===== config.mk =====
export PLATFORM = sky130hd
export DESIGN_NAME = blink_tick_scheduler
export DESIGN_NICKNAME = d
export VERILOG_FILES = /design/src/rtl/blink_tick_scheduler.sv
export SDC_FILE = /design/constraint.sdc
export NUM_CORES = 1
export LEC_CHECK = 0
export BUFFER_PORTS_ARGS = -buffer_cell sky130_fd_sc_hd__buf_4
export CAP_MARGIN = 25
export CORE_ASPECT_RATIO = 0.9
export CORE_MARGIN = 3
export CORE_UTILIZATION = 25
export DETAILED_ROUTE_END_ITERATION = 8
export PLACE_DENSITY_LB_ADDON = 0.2
export SETUP_SLACK_MARGIN = 0.3
export SLEW_MARGIN = 20
export SYNTH_ARGS = -nofsm -noshare
export SYNTH_HDL_FRONTEND = slang
export SYNTH_SLANG_ARGS = --single-unit

===== constraint.sdc =====
create_clock -name clk -period 7.15 [get_ports clk]
set_clock_uncertainty 0.2 [all_clocks]
set_input_delay 0.3575 -clock clk [delete_from_list [all_inputs] [get_ports clk]]
set_output_delay 0.3575 -clock clk [all_outputs]
set_load 0.05 [all_outputs]

===== src/rtl/blink_tick_scheduler.sv =====
// blink_tick_scheduler
// One free-running prescaler produces base ticks shared by all channels. Each channel
// divides the base tick by its own half-period to drive a square wave and a one-cycle
// toggle pulse. Channels are reprogrammed through a single-slot valid/ready port; an
// update lands on a base-tick boundary (or at once while stopped), so the reprogrammed
// channel restarts phase-aligned with the channels that keep running.
module blink_tick_scheduler #(
   parameter  int CLK_FREQ = 12_000_000,
   parameter  int BASE_HZ  = 1000,
   parameter  int NUM_CH   = 4,
   parameter  int PER_W    = 16,
   localparam int CH_W     = (NUM_CH > 1) ? $clog2(NUM_CH) : 1
) (
   input  logic              clk,
   input  logic              rst,
   input  logic              run,
   input  logic              cfg_valid,
   output logic              cfg_ready,
   input  logic [CH_W-1:0]   cfg_ch,
   input  logic [PER_W-1:0]  cfg_period,
   input  logic              cfg_en,
   output logic              base_tick,
   output logic [NUM_CH-1:0] ch_tick,
   output logic [NUM_CH-1:0] ch_out
);

   localparam int PRE   = CLK_FREQ / BASE_HZ;
   localparam int PRE_W = (PRE > 1) ? $clog2(PRE) : 1;

   localparam logic [PRE_W-1:0]  PRE_LAST  = PRE_W'(PRE - 1);
   localparam logic [PRE_W-1:0]  PRE_ONE   = PRE_W'(1'b1);
   localparam logic [PRE_W-1:0]  PRE_ZERO  = {PRE_W{1'b0}};
   localparam logic [PER_W-1:0]  PER_ONE   = PER_W'(1'b1);
   localparam logic [PER_W-1:0]  PER_ZERO  = {PER_W{1'b0}};
   localparam logic [CH_W:0]     NUM_CH_L  = (CH_W + 1)'(NUM_CH);

   typedef enum logic [0:0] {
      ST_IDLE = 1'b0,
      ST_PEND = 1'b1
   } cfg_state_t;

   // prescaler
   logic [PRE_W-1:0]  pre_cnt_r;
   logic              base_tick_r;

   // config slot
   cfg_state_t        state_r;
   logic              cfg_ready_r;
   logic [CH_W-1:0]   pend_ch_r;
   logic [PER_W-1:0]  pend_per_r;
   logic              pend_en_r;
   logic              pend_ok_r;

   // channel state
   logic [PER_W-1:0]  cnt_r [NUM_CH];
   logic [PER_W-1:0]  per_r [NUM_CH];
   logic [NUM_CH-1:0] en_r;
   logic [NUM_CH-1:0] out_r;
   logic [NUM_CH-1:0] tick_r;

   // combinational helpers
   logic              apply_s;
   logic [NUM_CH-1:0] hit_s;
   logic [NUM_CH-1:0] active_s;

   assign base_tick = base_tick_r;
   assign cfg_ready = cfg_ready_r;
   assign ch_tick   = tick_r;
   assign ch_out    = out_r;

   // Prescaler: count 0..PRE-1 while running, pulse base_tick the cycle after PRE-1.
   always_ff @(posedge clk) begin
      if (rst) begin
         pre_cnt_r   <= PRE_ZERO;
         base_tick_r <= 1'b0;
      end else if (run) begin
         if (pre_cnt_r == PRE_LAST) begin
            pre_cnt_r   <= PRE_ZERO;
            base_tick_r <= 1'b1;
         end else begin
            pre_cnt_r   <= pre_cnt_r + PRE_ONE;
            base_tick_r <= 1'b0;
         end
      end else begin
         pre_cnt_r   <= pre_cnt_r;
         base_tick_r <= 1'b0;
      end
   end

   // A pending update lands on a base-tick boundary, or at once while the block is stopped.
   always_comb begin
      apply_s = 1'b0;
      if (state_r == ST_PEND) begin
         apply_s = base_tick_r | ~run;
      end else begin
         apply_s = 1'b0;
      end
   end

   // Decode which channel (if any) the landing update targets, and which channels run.
   always_comb begin
      hit_s    = {NUM_CH{1'b0}};
      active_s = {NUM_CH{1'b0}};
      for (int i = 0; i < NUM_CH; i++) begin
         if (apply_s && pend_ok_r && (pend_ch_r == CH_W'(i))) begin
            hit_s[i] = 1'b1;
         end else begin
            hit_s[i] = 1'b0;
         end
         if (en_r[i] && (per_r[i] != PER_ZERO)) begin
            active_s[i] = 1'b1;
         end else begin
            active_s[i] = 1'b0;
         end
      end
   end

   // Config slot FSM: accept one request in IDLE, hold it in PEND until it can land.
   always_ff @(posedge clk) begin
      if (rst) begin
         state_r     <= ST_IDLE;
         cfg_ready_r <= 1'b0;
         pend_ch_r   <= {CH_W{1'b0}};
         pend_per_r  <= PER_ZERO;
         pend_en_r   <= 1'b0;
         pend_ok_r   <= 1'b0;
      end else begin
         case (state_r)
            ST_IDLE: begin
               if (cfg_ready_r && cfg_valid) begin
                  // out-of-range channels are still accepted, but flagged so they land as no-ops
                  pend_ch_r   <= cfg_ch;
                  pend_per_r  <= cfg_period;
                  pend_en_r   <= cfg_en;
                  pend_ok_r   <= ({1'b0, cfg_ch} < NUM_CH_L);
                  state_r     <= ST_PEND;
                  cfg_ready_r <= 1'b0;
               end else begin
                  state_r     <= ST_IDLE;
                  cfg_ready_r <= 1'b1;
               end
            end
            ST_PEND: begin
               if (apply_s) begin
                  state_r     <= ST_IDLE;
                  cfg_ready_r <= 1'b1;
               end else begin
                  state_r     <= ST_PEND;
                  cfg_ready_r <= 1'b0;
               end
            end
            default: begin
               state_r     <= ST_IDLE;
               cfg_ready_r <= 1'b0;
            end
         endcase
      end
   end

   // Channel dividers: a landing update wins over a same-cycle step on that channel.
   always_ff @(posedge clk) begin
      if (rst) begin
         for (int i = 0; i < NUM_CH; i++) begin
            cnt_r[i]  <= PER_ZERO;
            per_r[i]  <= PER_ZERO;
            en_r[i]   <= 1'b0;
            out_r[i]  <= 1'b0;
            tick_r[i] <= 1'b0;
         end
      end else begin
         for (int i = 0; i < NUM_CH; i++) begin
            if (hit_s[i]) begin
               per_r[i]  <= pend_per_r;
               en_r[i]   <= pend_en_r;
               cnt_r[i]  <= PER_ZERO;
               out_r[i]  <= 1'b0;
               tick_r[i] <= 1'b0;
            end else if (!active_s[i]) begin
               cnt_r[i]  <= PER_ZERO;
               out_r[i]  <= 1'b0;
               tick_r[i] <= 1'b0;
            end else if (base_tick_r) begin
               // period is non-zero here, so period-1 cannot wrap
               if (cnt_r[i] >= (per_r[i] - PER_ONE)) begin
                  cnt_r[i]  <= PER_ZERO;
                  out_r[i]  <= ~out_r[i];
                  tick_r[i] <= 1'b1;
               end else begin
                  cnt_r[i]  <= cnt_r[i] + PER_ONE;
                  tick_r[i] <= 1'b0;
               end
            end else begin
               tick_r[i] <= 1'b0;
            end
         end
      end
   end

endmodule


### Yosys cells after proc, flatten, opt, wreduce, memory -nomap -nowiden

Memories as Yosys holds them, arrays and structs flattened.
Index checks and enable logic that the tools add are counted.

* add/subtract/negate cells: 9
* order comparisons: 4
* equality and inequality tests: 4
* muxes and demuxes: 115
* bitwise gates (word level): 31
* reductions and logical operators: 25

Operators by type and width (count)
* 16-bit two-way mux: 20
* 1-bit two-way mux: 92
* 16-bit by 1-bit adder with 16-bit output, second input constant: 4
* 16-bit >= comparator: 4
* 16-bit nonzero test: 4
* 16-bit by 1-bit subtractor with 16-bit output, second input constant: 4
* 1-bit OR: 21
* 14-bit by 1-bit adder with 14-bit output, second input constant: 1
* 14-bit equality test, second input constant: 1
* 14-bit two-way mux: 1
* 3-bit OR reduction: 4
* 1-bit logical AND: 10
* 1-bit NOT: 10
* 2-bit AND reduction: 5
* 2-bit equality test, second input constant: 2
* 1-bit one-hot mux with 2 select lines: 2
* 2-bit by 1-bit equality test with 1-bit output, second input constant: 1
* 2-bit logical NOT: 1
* 2-bit OR reduction: 1

* bits in registers: 49
* bits in writable memories: 128
* memories kept: 2

Memory list
* cnt_r: words 4, width 16, read ports 4, clocked after memory_dff 0, wr ports 4, RTL line 55 `logic [PER_W-1:0] cnt_r [NUM_CH];`
* per_r: words 4, width 16, read ports 4, clocked after memory_dff 0, wr ports 4, RTL line 56 `logic [PER_W-1:0] per_r [NUM_CH];`

### Depth between registers and ports, before layout

Gate-level depths: netlist of the first run.

* word-level depth: 13
* mapped depth: 14
* mapped depth without buffers: 13

### Worst setup path before layout of the first run

No wires, ideal clock.

* kind: register to register
* start point: reg base_tick_r (netlist: base_tick)
* end point: mem cnt_r[0][0], enable pin
* library setup time: 0.373 ns
* arrival: 3.655 ns
* required time: 6.577 ns
* path slack: 2.923 ns
* stages on the path, launching flop included: 5
* period minus slack after synthesis: 4.227 ns
* cells stage by stage: dfxtp_1 -> nor2b_1 -> o41ai_1 -> a211oi_1 -> nand2_1

RTL lines
* from (decl): RTL line 44 `logic base_tick_r;`
* from (signal assigned): RTL line 75 `base_tick_r <= 1'b0;`
* from (signal assigned): RTL line 79 `base_tick_r <= 1'b1;`
* from (signal assigned): RTL line 82 `base_tick_r <= 1'b0;`
* to (decl): RTL line 55

==> impl_metrics.env, run 1 <==
export IMPL_post_synth_top_count_cell="edfxtp_1"
export IMPL_synth_net_count=1083
export IMPL_holdPathStages=3
export IMPL_tns_ns=0
export IMPL_max_cap_viol_count=0
export IMPL_syn_area_sq_mm=0.0100
export IMPL_synth_edff_count=128
export IMPL_core_area_sq_mm=0.0389
export IMPL_drtAntennaViolNets=0
export IMPL_p_leak_nw=4.22
export IMPL_wl_um=23300
export IMPL_synth_top_area_share_pct=38.4
export IMPL_syn_inst=987
export IMPL_crit_type="register to register"
export IMPL_clock_latency_ns=0.45
export IMPL_area_delta_synth_final_pct=15.9
export IMPL_worst_ep_arrival_time_ns=4.43
export IMPL_reg2reg_depth=12
export IMPL_numCtsBuffers=17
export IMPL_grt_pass1_vias=6952
export IMPL_crit_buf_inv=1
export IMPL_die_w_um=217
export IMPL_antenna_cells=0
export IMPL_wl_per_cell_um=14.8
export IMPL_maxSlewViolCount=0
export IMPL_yosys_warnings=0
export IMPL_ir_worst_vdd_v=0.000168
export IMPL_synth_seq_cells=177
export IMPL_setup_viol=0
export IMPL_die_y_um=196
export IMPL_cts_path_max_buffers=2
export IMPL_ys_seq_area_share_pct=48.3
export IMPL_overflow=0
export IMPL_hold_viol=0
export IMPL_tightest_slew_ns=0.944
export IMPL_place_inst=1521
export IMPL_fin_cells=1570
export IMPL_pin_count=33
export IMPL_port_buffers=32
export IMPL_start_util_pct=25.7
export IMPL_start_kind="register"
export IMPL_hold_ws_ns=0.0247
export IMPL_cp_data_required_time_ns=7.11
export IMPL_period_share_pct=62.6
export IMPL_synthFlopType="edfxtp_1"
export IMPL_synthTopCellsByArea="edfxtp_1 38%, dfxtp_1 9.8%, ha_1 9.1%"
export IMPL_via_count=7066
export IMPL_end_kind="register"
export IMPL_p_per_area_mw_per_mm2=193
export IMPL_rsz0062_at_grt="false"
export IMPL_synth_top_area_cell="edfxtp_1"
export IMPL_slew_limit_headroom_pct=37.0
export IMPL_critPathMaxStageDelay_ns=0.68
export IMPL_drive_gt1_share_pct=7.85
export IMPL_row_count=68
export IMPL_hold_path_class="input port to register"
export IMPL_grt_pass1_wl_um=37900
export IMPL_cp_depth=12
export IMPL_cts_tree="yes"
export IMPL_gp_congestion=0.750
export IMPL_syn_mean_instance_area_sq_um=10.1
export IMPL_antenna_found_initial=0
export IMPL_fill_cells=4048
export IMPL_drt_iter0_markers=312
export IMPL_synthArstFlopShare_pct=0
export IMPL_synth_cell_type_count=53
export IMPL_grt_max_degree=33
export IMPL_status="finished, final reports clean"
export IMPL_cts_root_buf="clkbuf_16"
export IMPL_slowest_stage="or4b_2"
export IMPL_worstPathCellList="inv_1, ha_1, or4b_2, nor3_2, nand2_1, xor2_1, ha_1, nand2_1, nor4_1, or4b_2, nand4_1, nor2_1"
export IMPL_clkTransAtPathRegs_ns=0.07
export IMPL_finalCriticalPeriod_ns=4.47
export IMPL_critical_path_max_fanout=16
export IMPL_die_area_sq_mm=0.0424
export IMPL_place_hpwl_um=16900
export IMPL_drc=0
export IMPL_grt_usage_pct=11.5
export IMPL_synth_common_cells="128 x edfxtp_1, 120 x nor2_1, 109 x nand2_1, 73 x ha_1, 63 x xnor2_1"
export IMPL_via_per_inst=4.50
export IMPL_dpl_cell_area_sq_mm=0.0108
export IMPL_fin_area_sq_mm=0.0116
export IMPL_drt_pass1_iter_count=4
export IMPL_cts_sinks=177
export IMPL_timing_fmax_mhz=224
export IMPL_nets=1128
export IMPL_h_tree_depth=4
export IMPL_path_delay_family="simple AND/OR/NAND/NOR gates"
[layout by cell type (no fill, tap or decap), types with 7 or more instances in the layout]
cell,n
clkbuf_16,17
nor2_1,119
edfxtp_1,128
nor4_1,15
xor2_1,60
nand2b_1,11
or4_1,9
buf_4,34
mux2i_1,8
inv_1,26
nand2_1,109
xnor2_1,63
and2_1,54
o21ai_0,10
o21a_1,7
and3_1,31
dlygate4sd3_1,17
nand3_1,28
nand4_1,26
nor3_1,33
dfxtp_1,49
ha_1,73
a21oi_1,54
[flip-flops by register name, summed over array words and instances (netlist names)]
signal and count:
state_r 1, pre_cnt_r 14, cnt_r 64, per_r 64
pend_ok_r 1, pend_ch_r 2, en_r 4, pend_en_r 1
ch_out 4, cfg_ready 1, base_tick 1, pend_per_r 16
ch_tick 4
[kinds of logic (layout without fill, tap and decap cells)]
kind of cell | Yosys count | in the layout | synth area share (%)
AOI/OAI and AO/OA | 89 | 89 | 5.36
DFF | 177 | 177 | 48.3
muxes | 9 | 9 | 0.914
and+or+nand+nor | 465 | 465 | 23.4
xor gates and xnor gates | 123 | 123 | 10.8
buffers and inverters | 51 | 109 | 2.13
adders and majority gates | 73 | 73 | 9.14
[stage by stage]
stage / util, % / setup slack [ns] / total power [mW]
floorplan: - / 2.92 / 1.22
global placement: 27.8 / 2.81 / 1.27
CTS: 29.8 / 2.66 / 2.27
detailed placement: 27.8 / 2.68 / 1.27
finish: 29.8 / 2.68 / 2.23
global route: 29.8 / 2.33 / 2.32
[layer usage]
| layer | share of wire (%) | track usage (%) | vias to the layer above | wire, um |
|---|---|---|---|---|
| li1 | - | - | 3600 | - |
| met1 | 49 | 15.3 | 3378 | 11400 |
| met2 | 47 | 18.8 | 70 | 10800 |
| met3 | 3.5 | 2.77 | 18 | 822 |
| met4 | 0.97 | 2.70 | 0 | 226 |
| met5 | 0 | 0 | - | 0 |
[worst paths after layout]
path | start | endpoint | slack, ns
worst min-delay path | cfg_en | pend_en_r$_SDFFE_PP0P_ | 0.02
worst max-delay path | per_r[0][0]$_SDFFCE_PN0P_ | cnt_r[0][4]$_SDFFCE_PN0P_ | 2.68
worst max register to register | per_r[0][0]$_SDFFCE_PN0P_ | cnt_r[0][4]$_SDFFCE_PN0P_ | 2.68
worst min register to register | ch_out[0]$_SDFFE_PP0N_ | ch_out[0]$_SDFFE_PP0N_ | 0.27
[worst min-delay path: cells and delay by family]
kind            cells  cell delay [ns]
buf+inv             1             0.11
simple gates        1             0.09
compound gates      1             0.07
[layout make-up]
cell class              instances  area (sq um)  area share [%]
repair buffers                 51           425            3.67
inverters                      26          97.6           0.843
flip-flops and latches        177          4820            41.7
well taps                     525           657            5.67
multi-input cells             759          4980            43.0
clock buffers                  19           443            3.82
clock inverters                13           158            1.36
[power by group]
group	internal, mW	leakage (nW)	switching, mW
logic	0.0491	2.08	0.0622
clock network	0.559	0.288	0.421
registers	1.11	1.85	0.0281
total	1.72	4.22	0.512
[what timing repair did]
| action | in CTS | in global routing |
|---|---|---|
| buffers inserted | 0 | 0 |
| hold buffers | 17 | 0 |
| gates resized for setup | 0 | 0 |
| hold endpoints to repair | 17 | 0 |
Note: power is estimated with default switching activity, not from simulation.
==> run 2: changes to the inputs <==
==> constraint.sdc (replaced) <==
create_clock -name clk -period 3.7 [get_ports clk]
set_clock_uncertainty 0.2 [all_clocks]
set_input_delay 0.185 -clock clk [delete_from_list [all_inputs] [get_ports clk]]
set_output_delay 0.185 -clock clk [all_outputs]
set_load 0.05 [all_outputs]
==> run 2 against run 1 <==
  * The flow now finishes with violations (negative setup slack)
  * Critical path depth shrank 1
  * Via count up 5.4%
  * Flip-flop and latch count is the same
  * Non-clock buffer count grew 109
  * Sequential power is 93% higher
  * Critical endpoint is now ch_out[3]$_SDFFE_PP0N_
  * Largest cell class unchanged
==> impl_metrics.env, run 2 (same netlist as run 1, synthesis figures left out) <==
export IMPL_slew_limit_headroom_pct=39.1
export IMPL_hold_viol=0
export IMPL_p_per_area_mw_per_mm2=327
export IMPL_pin_count=33
export IMPL_drt_iter0_markers=332
export IMPL_rsz0062_at_grt="true"
export IMPL_final_common_cell="edfxtp_1"
export IMPL_slowest_stage="or4_4"
export IMPL_overflow=0
export IMPL_path_delay_family="simple AND/OR/NAND/NOR gates"
export IMPL_antenna_cells=0
export IMPL_critPathMaxStageDelay_ns=0.43
export IMPL_row_count=68
export IMPL_end_kind="register"
export IMPL_grt_pass1_wl_um=39400
export IMPL_cp_data_required_time_ns=3.82
export IMPL_drt_pass1_iter_count=4
export IMPL_fin_area_sq_mm=0.0132
export IMPL_cts_sinks=177
export IMPL_maxSlewViolCount=0
export IMPL_start_kind="register"
export IMPL_port_buffers=32
export IMPL_final_cell_mix="128 x edfxtp_1, 108 x buf_4, 101 x nand2_1"
export IMPL_nets=1237
export IMPL_grt_usage_pct=11.6
export IMPL_gp_congestion=0.748
export IMPL_top_regs="cnt_r x64, per_r x64, pend_per_r x16"
export IMPL_status="finished with violations"
export IMPL_cts_root_buf="clkbuf_16"
export IMPL_max_cap_viol_count=0
export IMPL_start_util_pct=25.7
export IMPL_fill_cells=3962
export IMPL_setup_ws_ns=-0.0264
export IMPL_grt_pass1_vias=7405
export IMPL_crit_buf_inv=0
export IMPL_wl_um=24300
export IMPL_drtAntennaViolNets=0
export IMPL_regArea_sq_mm=0.00482
export IMPL_hold_path_class="input port to register"
export IMPL_finalCriticalPeriod_ns=3.73
export IMPL_drc=0
export IMPL_crit_type="register to register"
export IMPL_worst_ep_arrival_time_ns=3.85
export IMPL_ir_worst_vdd_v=0.000309
export IMPL_via_count=7449
export IMPL_multi_input_area_sq_mm=0.00564
export IMPL_period_share_pct=101
export IMPL_core_area_sq_mm=0.0389
export IMPL_p_leak_nw=4.90
export IMPL_grt_max_degree=33
export IMPL_critical_path_max_fanout=3
export IMPL_h_tree_depth=4
export IMPL_tns_ns=-0.0264
export IMPL_via_per_inst=4.44
export IMPL_setup_viol=1
export IMPL_cts_path_max_buffers=2
export IMPL_worstPathCellList="or3_4, nor4b_4, nand2_1, or4_4, xor2_1, ha_1, nand4_1, or4_1, o32a_1, a21oi_2, mux2_4"
export IMPL_die_y_um=196
export IMPL_clkTransAtPathRegs_ns=0.07
export IMPL_wl_per_cell_um=14.5
export IMPL_p_total_mw=4.32
export IMPL_dpl_cell_area_sq_mm=0.0112
export IMPL_die_area_sq_mm=0.0424
export IMPL_violations="negative setup slack"
export IMPL_clock_latency_ns=0.43
export IMPL_numCtsBuffers=17
export IMPL_cts_tree="yes"
export IMPL_die_w_um=217
export IMPL_drive_gt1_share_pct=22.9
export IMPL_tightest_slew_ns=0.910
export IMPL_timing_fmax_mhz=268
export IMPL_antenna_found_initial=1
export IMPL_area_delta_synth_final_pct=32.3
export IMPL_place_hpwl_um=16700
export IMPL_pre_cts_ws_ns=-0.0878
-- run 2: cell count changes in the layout (fill, tap and decap cells not counted), sizes merged --
cell	delta
bufinv	-2
clkbuf	+2
buf	+85
clkinv	-1
inv	+5
dlygate4sd3	+23
clkinvlp	-3
-- run 2: final timing paths --
check | startpoint | endpoint | slack, ns | cells past startpoint
min reg2reg | ch_out[2]$_SDFFE_PP0N_ | ch_out[2]$_SDFFE_PP0N_ | 0.28 | 2
max reg2reg | per_r[3][0]$_SDFFCE_PN0P_ | ch_out[3]$_SDFFE_PP0N_ | -0.03 | 11
max | per_r[3][0]$_SDFFCE_PN0P_ | ch_out[3]$_SDFFE_PP0N_ | -0.03 | 11
min | cfg_valid | state_r$_SDFF_PP0_ | 0.27 | 5
-- run 2: layout make-up --
cell class,instances,share of cell area (%)
clock inverter,12,0.889
tap,525,4.97
multi-input combinational,759,42.7
sequential,177,36.5
inverter,26,0.738
timing repair buffer,160,10.8
clock buffer,20,3.46
-- run 2: metrics by stage --
stage / std cells / hold WS (ns) / utilization, %
global placement: 1553 / 0.242 / 28.8
global route: 1679 / 0.295 / 34.0
finish: 1679 / 0.270 / 34.0
floorplan: 987 / 0.121 / -
CTS: 1671 / 0.227 / 33.1
detailed placement: 1553 / 0.245 / 28.8
-- run 2: what timing repair did --
item	CTS	global route
gates cloned	3	0
hold endpoints to repair	29	0
hold buffers	40	0
gates resized for setup	63	74
setup buffers	43	8
pin swaps	52	27
setup endpoints to repair	69	72
-- run 2: per-layer routing --
| metal | wire length (um) | GRT usage, % |
|---|---|---|
| met3 | 523 | 2.20 |
| met5 | 0 | 0 |
| met1 | 12100 | 16.2 |
| met2 | 11500 | 18.9 |
| met4 | 165 | 2.48 |
-- run 2: worst reg2reg max path: stages (launching register included) --
cell	delay, ns
edfxtp_1	0.39
or3_4	0.42
nor4b_4	0.23
nand2_1	0.12
or4_4	0.43
xor2_1	0.16
ha_1	0.30
nand4_1	0.10
or4_1	0.41
o32a_1	0.36
a21oi_2	0.19
mux2_4	0.31
-- run 2: power by group --
group          switching [mW]  total, mW  internal (mW)
sequential             0.0552       2.20           2.15
combinational           0.143      0.292          0.148
clock                   0.840       1.83          0.985
==> run 3: changes to the inputs <==
--- a/config.mk
+++ b/config.mk
@@ -9,7 +9,9 @@
 export CAP_MARGIN = 25
 export CORE_ASPECT_RATIO = 0.9
 export CORE_MARGIN = 3
-export CORE_UTILIZATION = 25
+export CORE_UTILIZATION = 35
+export CTS_BUF_LIST = sky130_fd_sc_hd__clkbuf_4 sky130_fd_sc_hd__clkbuf_8 sky130_fd_sc_hd__clkbuf_16
+export CTS_CLUSTER_SIZE = 20
 export DETAILED_ROUTE_END_ITERATION = 8
 export PLACE_DENSITY_LB_ADDON = 0.2
 export SETUP_SLACK_MARGIN = 0.3
==> run 3 against run 2 <==
  * The run now ends clean
  * Core utilization up 12 points
  * Clock power down 3%
  * Cell area down 2.5%
  * First-iteration DRC count up 27%
  * Wire length down 6.1%
==> impl_metrics.env, run 3 (same netlist as run 1, synthesis figures left out) <==
export IMPL_finalCriticalPeriod_ns=3.70
export IMPL_seq_power_share_pct=51.7
export IMPL_grt_max_degree=33
export IMPL_clock_latency_ns=0.44
export IMPL_nets=1220
export IMPL_pre_cts_ws_ns=-0.0527
export IMPL_combPwrFrac_pct=6.6
export IMPL_gp_congestion=0.762
export IMPL_drtAntennaViolNets=0
export IMPL_die_area_sq_mm=0.0306
export IMPL_slew_limit_headroom_pct=44.3
export IMPL_drive_gt1_share_pct=21.7
export IMPL_clkTransAtPathRegs_ns=0.08
export IMPL_timing_fmax_mhz=271
export IMPL_setup_ws_ns=0.00487
export IMPL_p_sw_share_pct=25.2
export IMPL_final_cell_mix="128 x edfxtp_1, 105 x nand2_1, 94 x buf_4"
export IMPL_area_delta_synth_final_pct=29.0
export IMPL_cts_path_max_buffers=2
export IMPL_hold_viol=0
export IMPL_cts_tree="yes"
export IMPL_die_y_um=166
export IMPL_fill_cells=2629
export IMPL_row_count=58
export IMPL_drc=0
export IMPL_start_util_pct=35.7
export IMPL_max_cap_viol_count=0
export IMPL_status="finished, final reports clean"
export IMPL_via_count=7395
export IMPL_via_per_inst=4.94
export IMPL_grt_pass1_vias=6987
export IMPL_place_hpwl_um=15300
export IMPL_critical_path_max_fanout=8
export IMPL_p_int_mw=3.19
export IMPL_fin_cells=1497
export IMPL_p_leak_nw=4.80
export IMPL_port_buffers=32
export IMPL_start_kind="register"
export IMPL_setup_viol=0
export IMPL_place_inst=1384
export IMPL_maxSlewViolCount=0
export IMPL_p_per_area_mw_per_mm2=330
export IMPL_rsz0062_at_grt="true"
export IMPL_cts_sinks=177
export IMPL_p_sw_mw=1.07
export IMPL_drt_pass1_iter_count=4
export IMPL_top_regs="cnt_r x64, per_r x64, pend_per_r x16"
export IMPL_tightest_slew_ns=0.815
export IMPL_wl_per_cell_um=15.2
export IMPL_crit_type="register to register"
export IMPL_antenna_found_initial=1
export IMPL_wl_um=22800
export IMPL_pin_count=33
export IMPL_overflow=0
export IMPL_worst_ep_arrival_time_ns=3.70
export IMPL_end_kind="register"
export IMPL_core_area_sq_mm=0.0280
export IMPL_grt_pass1_wl_um=35900
export IMPL_period_share_pct=99.9
export IMPL_cts_root_buf="clkbuf_16"
export IMPL_h_tree_depth=4
export IMPL_drt_iter0_markers=422
export IMPL_grt_usage_pct=14.6
export IMPL_p_clk_share_pct=41.6
export IMPL_cp_data_required_time_ns=3.70
export IMPL_antenna_cells=0
export IMPL_final_common_cell="edfxtp_1"
export IMPL_numCtsBuffers=17
export IMPL_ir_worst_vdd_v=0.000290
export IMPL_die_w_um=184
export IMPL_hold_path_class="input port to register"
==> run 3: cell count changes in the layout (fill, tap and decap cells not counted), moves of 3 or more <==
| cell | before | now |
|---|---|---|
| nand2_2 | 7 | 4 |
| nor2_1 | 76 | 79 |
| nor2_2 | 11 | 7 |
| buf_4 | 108 | 94 |
| nor3_1 | 23 | 15 |
| buf_6 | 5 | 1 |
| nand2_1 | 101 | 105 |
| nor3_2 | 9 | 16 |
| inv_4 | 3 | 0 |
==> run 3: timing repair <==
| item | 4_1_cts | 5_1_grt |
|---|---|---|
| hold buffers | 40 | 0 |
| pin swaps | 11 | 60 |
| setup endpoints to repair | 70 | 71 |
| cloned | 2 | 2 |
| hold endpoints to repair | 29 | 0 |
| buffers inserted | 16 | 21 |
| resized for setup | 27 | 105 |
==> run 3: power groups by stage <==
stage | Sequential (mW) | Clock (mW) | Combinational (mW)
2_1_floorplan | 2.23 | 0 | 0.145
3_3_place_gp | 2.24 | 0 | 0.216
3_5_place_dp | 2.24 | 0 | 0.219
4_1_cts | 2.20 | 1.82 | 0.265
5_1_grt | 2.21 | 1.89 | 0.314
6_report | 2.20 | 1.77 | 0.282
==> run 3: critical path, stage by stage (launching register included) <==
cell	delay, ns
edfxtp_1	0.46
inv_2	0.11
ha_4	0.13
nor3b_4	0.23
nand3_2	0.16
nor4_4	0.25
xnor2_1	0.11
ha_1	0.30
nand4_1	0.13
or4_1	0.42
o32a_1	0.43
nand4_1	0.25
clkbuf_16	0.23
nor2_1	0.05
==> run 3: worst paths after layout <==
check	startpoint	to	slack (ns)	cells after the start
max reg2reg	per_r[1][0]$_SDFFCE_PN0P_	cnt_r[1][10]$_SDFFCE_PN0P_	0.005	13
min reg2reg	ch_out[1]$_SDFFE_PP0N_	ch_out[1]$_SDFFE_PP0N_	0.27	2
min	run	pre_cnt_r[4]$_SDFFE_PP0P_	0.14	5
max	per_r[1][0]$_SDFFCE_PN0P_	cnt_r[1][10]$_SDFFCE_PN0P_	0.005	13
==> run 3: area by class of cell <==
type,count,area [sq um],area share [%]
multi-input combinational,760,5670,44.0
sequential,177,4820,37.4
timing repair buffer,142,1270,9.89
tap,360,450,3.49
clock buffer,17,425,3.30
clock inverter,15,145,1.13
inverter,26,97.6,0.757
==> run 3: metrics by stage <==
step / util, % / setup TNS, ns / cell area [sq um] / total power [mW] / hold WS [ns]
3_3_place_gp: 39.2 / -0.119 / 11000 / 2.46 / 0.234
6_report: 46.0 / 0 / 12900 / 4.26 / 0.144
5_1_grt: 46.0 / -3.73 / 12900 / 4.41 / 0.191
4_1_cts: 43.7 / 0 / 12300 / 4.28 / 0.127
3_5_place_dp: 39.2 / -0.520 / 11000 / 2.46 / 0.240
2_1_floorplan: - / 0 / 10100 / 2.37 / 0.121
==> run 3: layer usage <==
| layer | track usage, % | vias up | wire [um] |
|---|---|---|---|
| li1 | - | 3788 | - |
| met1 | 21.0 | 3504 | 11300 |
| met2 | 23.0 | 88 | 10600 |
| met3 | 2.54 | 15 | 639 |
| met4 | 3.78 | 0 | 204 |
| met5 | 0 | - | 0 |
